[config.mk]
export PLATFORM = sky130hd
export DESIGN_NAME = vc_input_buffer_bank
export DESIGN_NICKNAME = d
export VERILOG_FILES = /design/src/rtl/vc_input_buffer_bank.sv
export SDC_FILE = /design/constraint.sdc
export NUM_CORES = 1
export LEC_CHECK = 0
export BUFFER_PORTS_ARGS = -buffer_cell sky130_fd_sc_hd__buf_2
export CORE_ASPECT_RATIO = 0.5
export CORE_UTILIZATION = 45
export DETAILED_ROUTE_END_ITERATION = 16
export GPL_ROUTABILITY_DRIVEN = 0
export PLACE_DENSITY = 0.65
export SLEW_MARGIN = 25
export SYNTH_ARGS = -nofsm -noshare
export SYNTH_HDL_FRONTEND = slang
export SYNTH_SLANG_ARGS = --single-unit
export TNS_END_PERCENT = 50
[constraint.sdc]
create_clock -name clk -period 3.3 [get_ports clk]
set_input_delay 0.165 -clock clk [delete_from_list [all_inputs] [get_ports clk]]
set_output_delay 0.165 -clock clk [all_outputs]
set_load 0.005 [all_outputs]
[src/rtl/vc_input_buffer_bank.sv]
// Multi-VC input buffer bank: per-VC flit FIFO with an IDLE/VA/SA packet FSM, credits and on/off.
// Flit = {label[1:0], vc_id, payload}; labels HEAD=0, BODY=1, TAIL=2, HEADTAIL=3; DLA0 port id = 0.
// Optional macro INBUF_ERR_STICKY_EN makes error_o sticky until rst.
module vc_input_buffer_bank #(
  parameter int unsigned VC_NUM      = 2,
  parameter int unsigned BUFFER_SIZE = 8,
  parameter int unsigned OFF_THRESH  = 2,
  parameter int unsigned DATA_W      = 8,
  parameter int unsigned PORT_W      = 3,
  localparam int unsigned VcW        = (VC_NUM > 1) ? $clog2(VC_NUM) : 1,
  localparam int unsigned FlitW      = 2 + VcW + DATA_W
) (
  input  logic                     clk,
  input  logic                     rst,
  input  logic [FlitW-1:0]         data_i,
  input  logic                     valid_i,
  input  logic [PORT_W-1:0]        out_port_i,
  input  logic [VC_NUM-1:0]        read_i,
  input  logic [VC_NUM-1:0]        vc_valid_i,
  input  logic [VC_NUM*VcW-1:0]    vc_new_i,
  output logic [VC_NUM*FlitW-1:0]  data_o,
  output logic [VC_NUM*PORT_W-1:0] out_port_o,
  output logic [VC_NUM*VcW-1:0]    downstream_vc_o,
  output logic [VC_NUM-1:0]        vc_request_o,
  output logic [VC_NUM-1:0]        switch_request_o,
  output logic [VC_NUM-1:0]        vc_allocatable_o,
  output logic [VC_NUM-1:0]        credit_o,
  output logic [VC_NUM-1:0]        is_empty_o,
  output logic [VC_NUM-1:0]        is_full_o,
  output logic [VC_NUM-1:0]        on_off_o,
  output logic [VC_NUM-1:0]        error_o
);

  localparam int unsigned PtrW = $clog2(BUFFER_SIZE);
  localparam int unsigned CntW = PtrW + 1;
  // on_off stays high while count < BUFFER_SIZE - OFF_THRESH, i.e. free slots > OFF_THRESH
  localparam logic [CntW-1:0] OnLimit  = CntW'(BUFFER_SIZE - OFF_THRESH);
  localparam logic [CntW-1:0] FullCnt  = CntW'(BUFFER_SIZE);
  localparam logic [PORT_W-1:0] PortDla0 = '0;

  localparam logic [1:0] LblHead     = 2'd0;
  localparam logic [1:0] LblBody     = 2'd1;
  localparam logic [1:0] LblTail     = 2'd2;
  localparam logic [1:0] LblHeadTail = 2'd3;

  typedef enum logic [1:0] {StIdle = 2'b00, StVa = 2'b01, StSa = 2'b10} state_e;

  logic [1:0]     in_label;
  logic [VcW-1:0] in_vc;
  assign in_label = data_i[FlitW-1 -: 2];
  assign in_vc    = data_i[DATA_W +: VcW];

  for (genvar v = 0; v < VC_NUM; v++) begin : g_vc
    state_e            state_q, state_d;
    logic [FlitW-1:0]  mem_q [BUFFER_SIZE];
    logic [PtrW-1:0]   wr_ptr_q, rd_ptr_q;
    logic [CntW-1:0]   count_q, count_d;
    logic              end_pkt_q, end_pkt_d;
    logic [PORT_W-1:0] port_q, port_d;
    logic [VcW-1:0]    dvc_q, dvc_d;
    logic              credit_q, alloc_q, alloc_d, err_q, err_d, on_off_q, on_off_d;
    logic              sel, empty, full, wr_legal, push, pop, err, vc_req, sw_req;
    logic [FlitW-1:0]  head;
    logic [1:0]        head_label;
    logic              unused_head_vc;

    assign sel            = valid_i && (in_vc == VcW'(v));
    assign empty          = (count_q == '0);
    assign full           = (count_q == FullCnt);
    assign head           = mem_q[rd_ptr_q];
    assign head_label     = head[FlitW-1 -: 2];
    assign unused_head_vc = ^head[DATA_W +: VcW];

    always_comb begin
      state_d   = state_q;
      end_pkt_d = end_pkt_q;
      port_d    = port_q;
      dvc_d     = dvc_q;
      alloc_d   = 1'b0;
      wr_legal  = 1'b0;
      pop       = 1'b0;
      err       = 1'b0;
      vc_req    = 1'b0;
      sw_req    = 1'b0;
      case (state_q)
        StIdle: begin
          if (sel) begin
            if ((in_label == LblHead || in_label == LblHeadTail) && empty) begin
              wr_legal  = 1'b1;
              state_d   = StVa;
              port_d    = out_port_i;
              end_pkt_d = (in_label == LblHeadTail);
            end else begin
              err = 1'b1;
            end
          end
          if (read_i[v] || vc_valid_i[v] || !empty) err = 1'b1;
        end
        StVa, StSa: begin
          if (sel) begin
            if ((in_label == LblBody || in_label == LblTail) && !end_pkt_q) wr_legal = 1'b1;
            else err = 1'b1;
          end
          if (state_q == StVa) begin
            vc_req = 1'b1;
            if (read_i[v]) err = 1'b1;
            if (vc_valid_i[v]) begin
              state_d = StSa;
              dvc_d   = vc_new_i[v*VcW +: VcW];
            end
          end else begin
            sw_req = !empty;
            if (vc_valid_i[v]) err = 1'b1;
            if (read_i[v]) begin
              if (empty) begin
                err = 1'b1;
              end else begin
                pop = 1'b1;
                if (head_label == LblTail || head_label == LblHeadTail) begin
                  state_d   = StIdle;
                  end_pkt_d = 1'b0;
                  alloc_d   = 1'b1;
                end
              end
            end
          end
        end
        default: begin
          state_d = StIdle;
          err     = 1'b1;
          alloc_d = 1'b1;
        end
      endcase
      // A full FIFO still accepts a write when the same cycle pops a flit
      push = wr_legal && (!full || pop);
      if (wr_legal && !push) err = 1'b1;
      if (push && in_label == LblTail) end_pkt_d = 1'b1;
      count_d  = count_q + CntW'(push) - CntW'(pop);
      on_off_d = (count_d < OnLimit);
`ifdef INBUF_ERR_STICKY_EN
      err_d = err_q | err;
`else
      err_d = err;
`endif
    end

    always_ff @(posedge clk) begin
      if (rst) begin
        state_q   <= StIdle;
        wr_ptr_q  <= '0;
        rd_ptr_q  <= '0;
        count_q   <= '0;
        end_pkt_q <= 1'b0;
        port_q    <= PortDla0;
        dvc_q     <= '0;
        credit_q  <= 1'b0;
        alloc_q   <= 1'b0;
        err_q     <= 1'b0;
        on_off_q  <= 1'b1;
      end else begin
        state_q   <= state_d;
        if (push) wr_ptr_q <= wr_ptr_q + PtrW'(1);
        if (pop)  rd_ptr_q <= rd_ptr_q + PtrW'(1);
        count_q   <= count_d;
        end_pkt_q <= end_pkt_d;
        port_q    <= port_d;
        dvc_q     <= dvc_d;
        credit_q  <= pop;
        alloc_q   <= alloc_d;
        err_q     <= err_d;
        on_off_q  <= on_off_d;
      end
    end

    always_ff @(posedge clk) begin
      if (push) mem_q[wr_ptr_q] <= data_i;
    end

    assign data_o[v*FlitW +: FlitW]       = {head_label, dvc_q, head[DATA_W-1:0]};
    assign out_port_o[v*PORT_W +: PORT_W] = port_q;
    assign downstream_vc_o[v*VcW +: VcW]  = dvc_q;
    assign vc_request_o[v]                = vc_req;
    assign switch_request_o[v]            = sw_req;
    assign vc_allocatable_o[v]            = alloc_q;
    assign credit_o[v]                    = credit_q;
    assign is_empty_o[v]                  = empty;
    assign is_full_o[v]                   = full;
    assign on_off_o[v]                    = on_off_q;
    assign error_o[v]                     = err_q;
  end

endmodule
==> out/results.ini <==
[run_status]
status = finished clean

[clock_tree]
clk_latency_ps = 490
clockRootBuffer = clkbuf_16
cts.sinks = 208
cts_resized = 0
h-tree-depth = 1
clockBufferDepth = 3
cts_tree = done
postCtsSetupRepairBufs = 0
clk_pin_slew_ps = 70
numCtsBuffers = 19

[place]
numPortBuffers = 68
dp_slack_ps = 423.9
hpwl_um = 10870
placed_cells = 863

[yosys]
async_reset_ff_share_pct = 0
synth_edf_count = 160
synth_top_family_by_area = multiplexers
synth_nets = 602
synthSimpleGateAreaFrac_pct = 6.897
synthMuxAreaShare_pct = 14.39
synthCells = 553
synthFlopType = edfxtp_1
syn-cell-area_um2 = 8762
yosysTopAreaCellShare_pct = 54.83
synthXorXnorAreaFrac_pct = 0.9996
yosysUniqueCellTypes = 60
ys_seq_area_share_pct = 65.80
synth_fa_ha_area_share_pct = 3.884
synth.yosys.warnings = 0
synth.area.top_cells = edfxtp_1, dfxtp_1, mux4_2
yosysTopAreaCell = edfxtp_1
ys_seq_elements = 208
avgSynthCellArea_um2 = 15.84
synth_compound_area_share_pct = 3.984

[timing]
setup-tns-final_ps = 0
fin_skew_ps = 11.69
post-route-min-period_ps = 2873
post-route-period-util_pct = 87.06
holdWs_ps = 58.70
tightest_slew_ps = 852.0
setup_viol = 0
hold_viol = 0
maxSlewHeadroom_pct = 43.20
timing.fmax_ghz = 0.3481
final.setup.worst_slack_ps = 427.1
slew_violations = 0
rsz0062_at_grt = false

[power_and_ir_drop]
ir_drop_mv = 0.3163
leakagePower_nw = 3.545
p_total_mw = 6.476
power_density_nw_per_um2 = 644.3

[global_routing]
grt_util_all_layers_pct = 17.22
grt_start_max_net_pins = 48
antenna_found_initial = 2
grt_overflow = 0
grt_pass1_vias = 4739
grt_pass1_wl_um = 25990

[setup_path]
crit_slowest_cell = dfxtp_1
cpPeakStageDelay_ps = 410
cp_common_cell = inv_1
crit_type = register to register
cp.required_ps = 3670
path_cells = inv_1, ha_1, inv_1, nor2_1, nand3_1, nor2_1, inv_1, o21ai_0, ha_1, inv_1, fa_1, xor2_1, nor3_1, nor2_1
cp-end-kind = register
arrival_ps = 3240
worst_setup_path_start_kind = register
path_max_fanout = 9

[floorplanning]
die_w_um = 199.3
io_pins = 69
die_area_um2 = 20070
core_area_um2 = 18740
start_util_pct = 46.75
rows = 35
die_y_um = 100.7

[routing]
ant_nets = 0
dr.pass1.iters = 4
vias = 4734
drt-total-wl_um = 16460
wire_per_inst_um = 18.16
via_per_inst = 5.225
route.detailed.drc = 0
drt_first_iter_violations = 392

[run]
max_cap_viol_count = 0

[finish]
mostFrequentLayoutCell = edfxtp_1
layout_common_cells = edfxtp_1, buf_2, dfxtp_1, nor2_1, mux4_2
fin_cells = 906
antenna_cells = 0
area_growth_syn_to_layout_pct = 14.71
nNetsFinal = 683
drive_gt1_share_pct = 29.06

[worst_hold_path]
hold_path_class = input pin to register

## layer usage
metal	routed length, um	global-route usage [%]	share of wire (%)	vias up
met5	13	0	0.079	-
met4	232	3.876	1.4	2
met3	894	3.747	5.4	23
met2	7339	26.05	45	100
met1	7975	25.55	48	2362
li1	-	-	-	2247
## cell usage after synthesis (2+ instances only)
| library cell | number |
|---|---|
| edfxtp_1 | 160 |
| dfxtp_1 | 48 |
| nor2_1 | 43 |
| mux4_2 | 30 |
| inv_1 | 25 |
| ha_1 | 24 |
| mux2_2 | 21 |
| buf_4 | 20 |
| nand2_1 | 17 |
| a21oi_1 | 15 |
| mux2i_1 | 15 |
| clkbuf_1 | 12 |
| nand2b_1 | 8 |
| nand3_1 | 8 |
| mux4_1 | 7 |
| nor2b_1 | 7 |
| nor3_1 | 7 |
| o21ai_0 | 6 |
| a21o_1 | 5 |
| buf_1 | 5 |
| xnor2_1 | 5 |
| xor2_1 | 5 |
| nand3b_1 | 4 |
| nor4b_1 | 4 |
| buf_2 | 3 |
| nand4_1 | 3 |
| or3_1 | 3 |
| a221oi_1 | 2 |
| a32oi_1 | 2 |
| and2_1 | 2 |
| and3_1 | 2 |
| buf_6 | 2 |
| fa_1 | 2 |
| nor3b_1 | 2 |
| nor4_1 | 2 |
| o21a_1 | 2 |
| or2_2 | 2 |
## state kept, by name, summed over array words and instances, names as in the netlist, named ones only
name / flops
g_vc.alloc_q: 2
g_vc.credit_q: 2
g_vc.dvc_q: 2
g_vc.err_q: 2
g_vc.wr_ptr_q: 6
g_vc.end_pkt_q: 2
g_vc.state_q: 4
g_vc.rd_ptr_q: 6
g_vc.port_q: 6
g_vc.count_q: 8
g_vc.mem_q: 160
g_vc.on_off_q: 2
## kinds of logic (layout without fill, tap and decap cells)
group                    Yosys count  after routing
adder cells (fa/ha/maj)           26             26
flip-flops                       208            208
buffers and inverters             68            162
AO/OA/AOI/OAI                     49             49
AND/OR/NAND/NOR                  118            118
multiplexers                      74             74
XOR/XNOR                          10             10
## power by group
part           leakage, nW  switching [mW]  internal [mW]
Clock                0.280           0.939           1.08
Combinational         1.44           0.741          0.644
Sequential            1.83          0.0877           2.99
## final cells by class
| cell class | instances | area [um^2] |
|---|---|---|
| Tap cell | 259 | 324.1 |
| Inverter | 26 | 102.6 |
| Clock buffer | 22 | 486.7 |
| Fill cell | 1578 | 8692 |
| Sequential cell | 208 | 5766 |
| Timing Repair Buffer | 102 | 618.1 |
| Multi-Input combinational cell | 277 | 2680 |
| Clock inverter | 12 | 73.82 |
## critical path, delay by kind of cell (launching register included)
kind,cells,cell delay (ps)
compound gates,1,90
xor+xnor,1,160
fa+ha+maj,3,970
buf+inv,4,340
flops,1,410
simple gates,5,780
## what timing repair did
action	in CTS	in global routing
hold buffers	9	0
endpoints found under the setup margin	0	0
endpoints found under the hold margin	9	0
## metrics by stage
| step | utilization [%] | area (um^2) |
|---|---|---|
| 2_1_floorplan | - | 8762 |
| 3_3_place_gp | 50.15 | 9400 |
| 3_5_place_dp | 50.15 | 9400 |
| 4_1_cts | 53.62 | 10050 |
| 5_1_grt | 53.62 | 10050 |
| 6_report | 53.62 | 10050 |
## worst paths after layout
check / startpoint / end / slack, ps / cells after the start
worst max register to register: g_vc[1].state_q[0]$_SDFFE_PP0P_ / g_vc[1].on_off_q$_SDFF_PP1_ / 430 / 14
worst min register to register: g_vc[0].dvc_q$_SDFFE_PP0P_ / g_vc[0].dvc_q$_SDFFE_PP0P_ / 480 / 2
worst max-delay path: g_vc[1].state_q[0]$_SDFFE_PP0P_ / g_vc[1].on_off_q$_SDFF_PP1_ / 430 / 14
worst min-delay path: data_i[2] / g_vc[1].mem_q[1][2]$_DFFE_PP_ / 60 / 1
No activity file was read; power rests on OpenSTA's default activity.
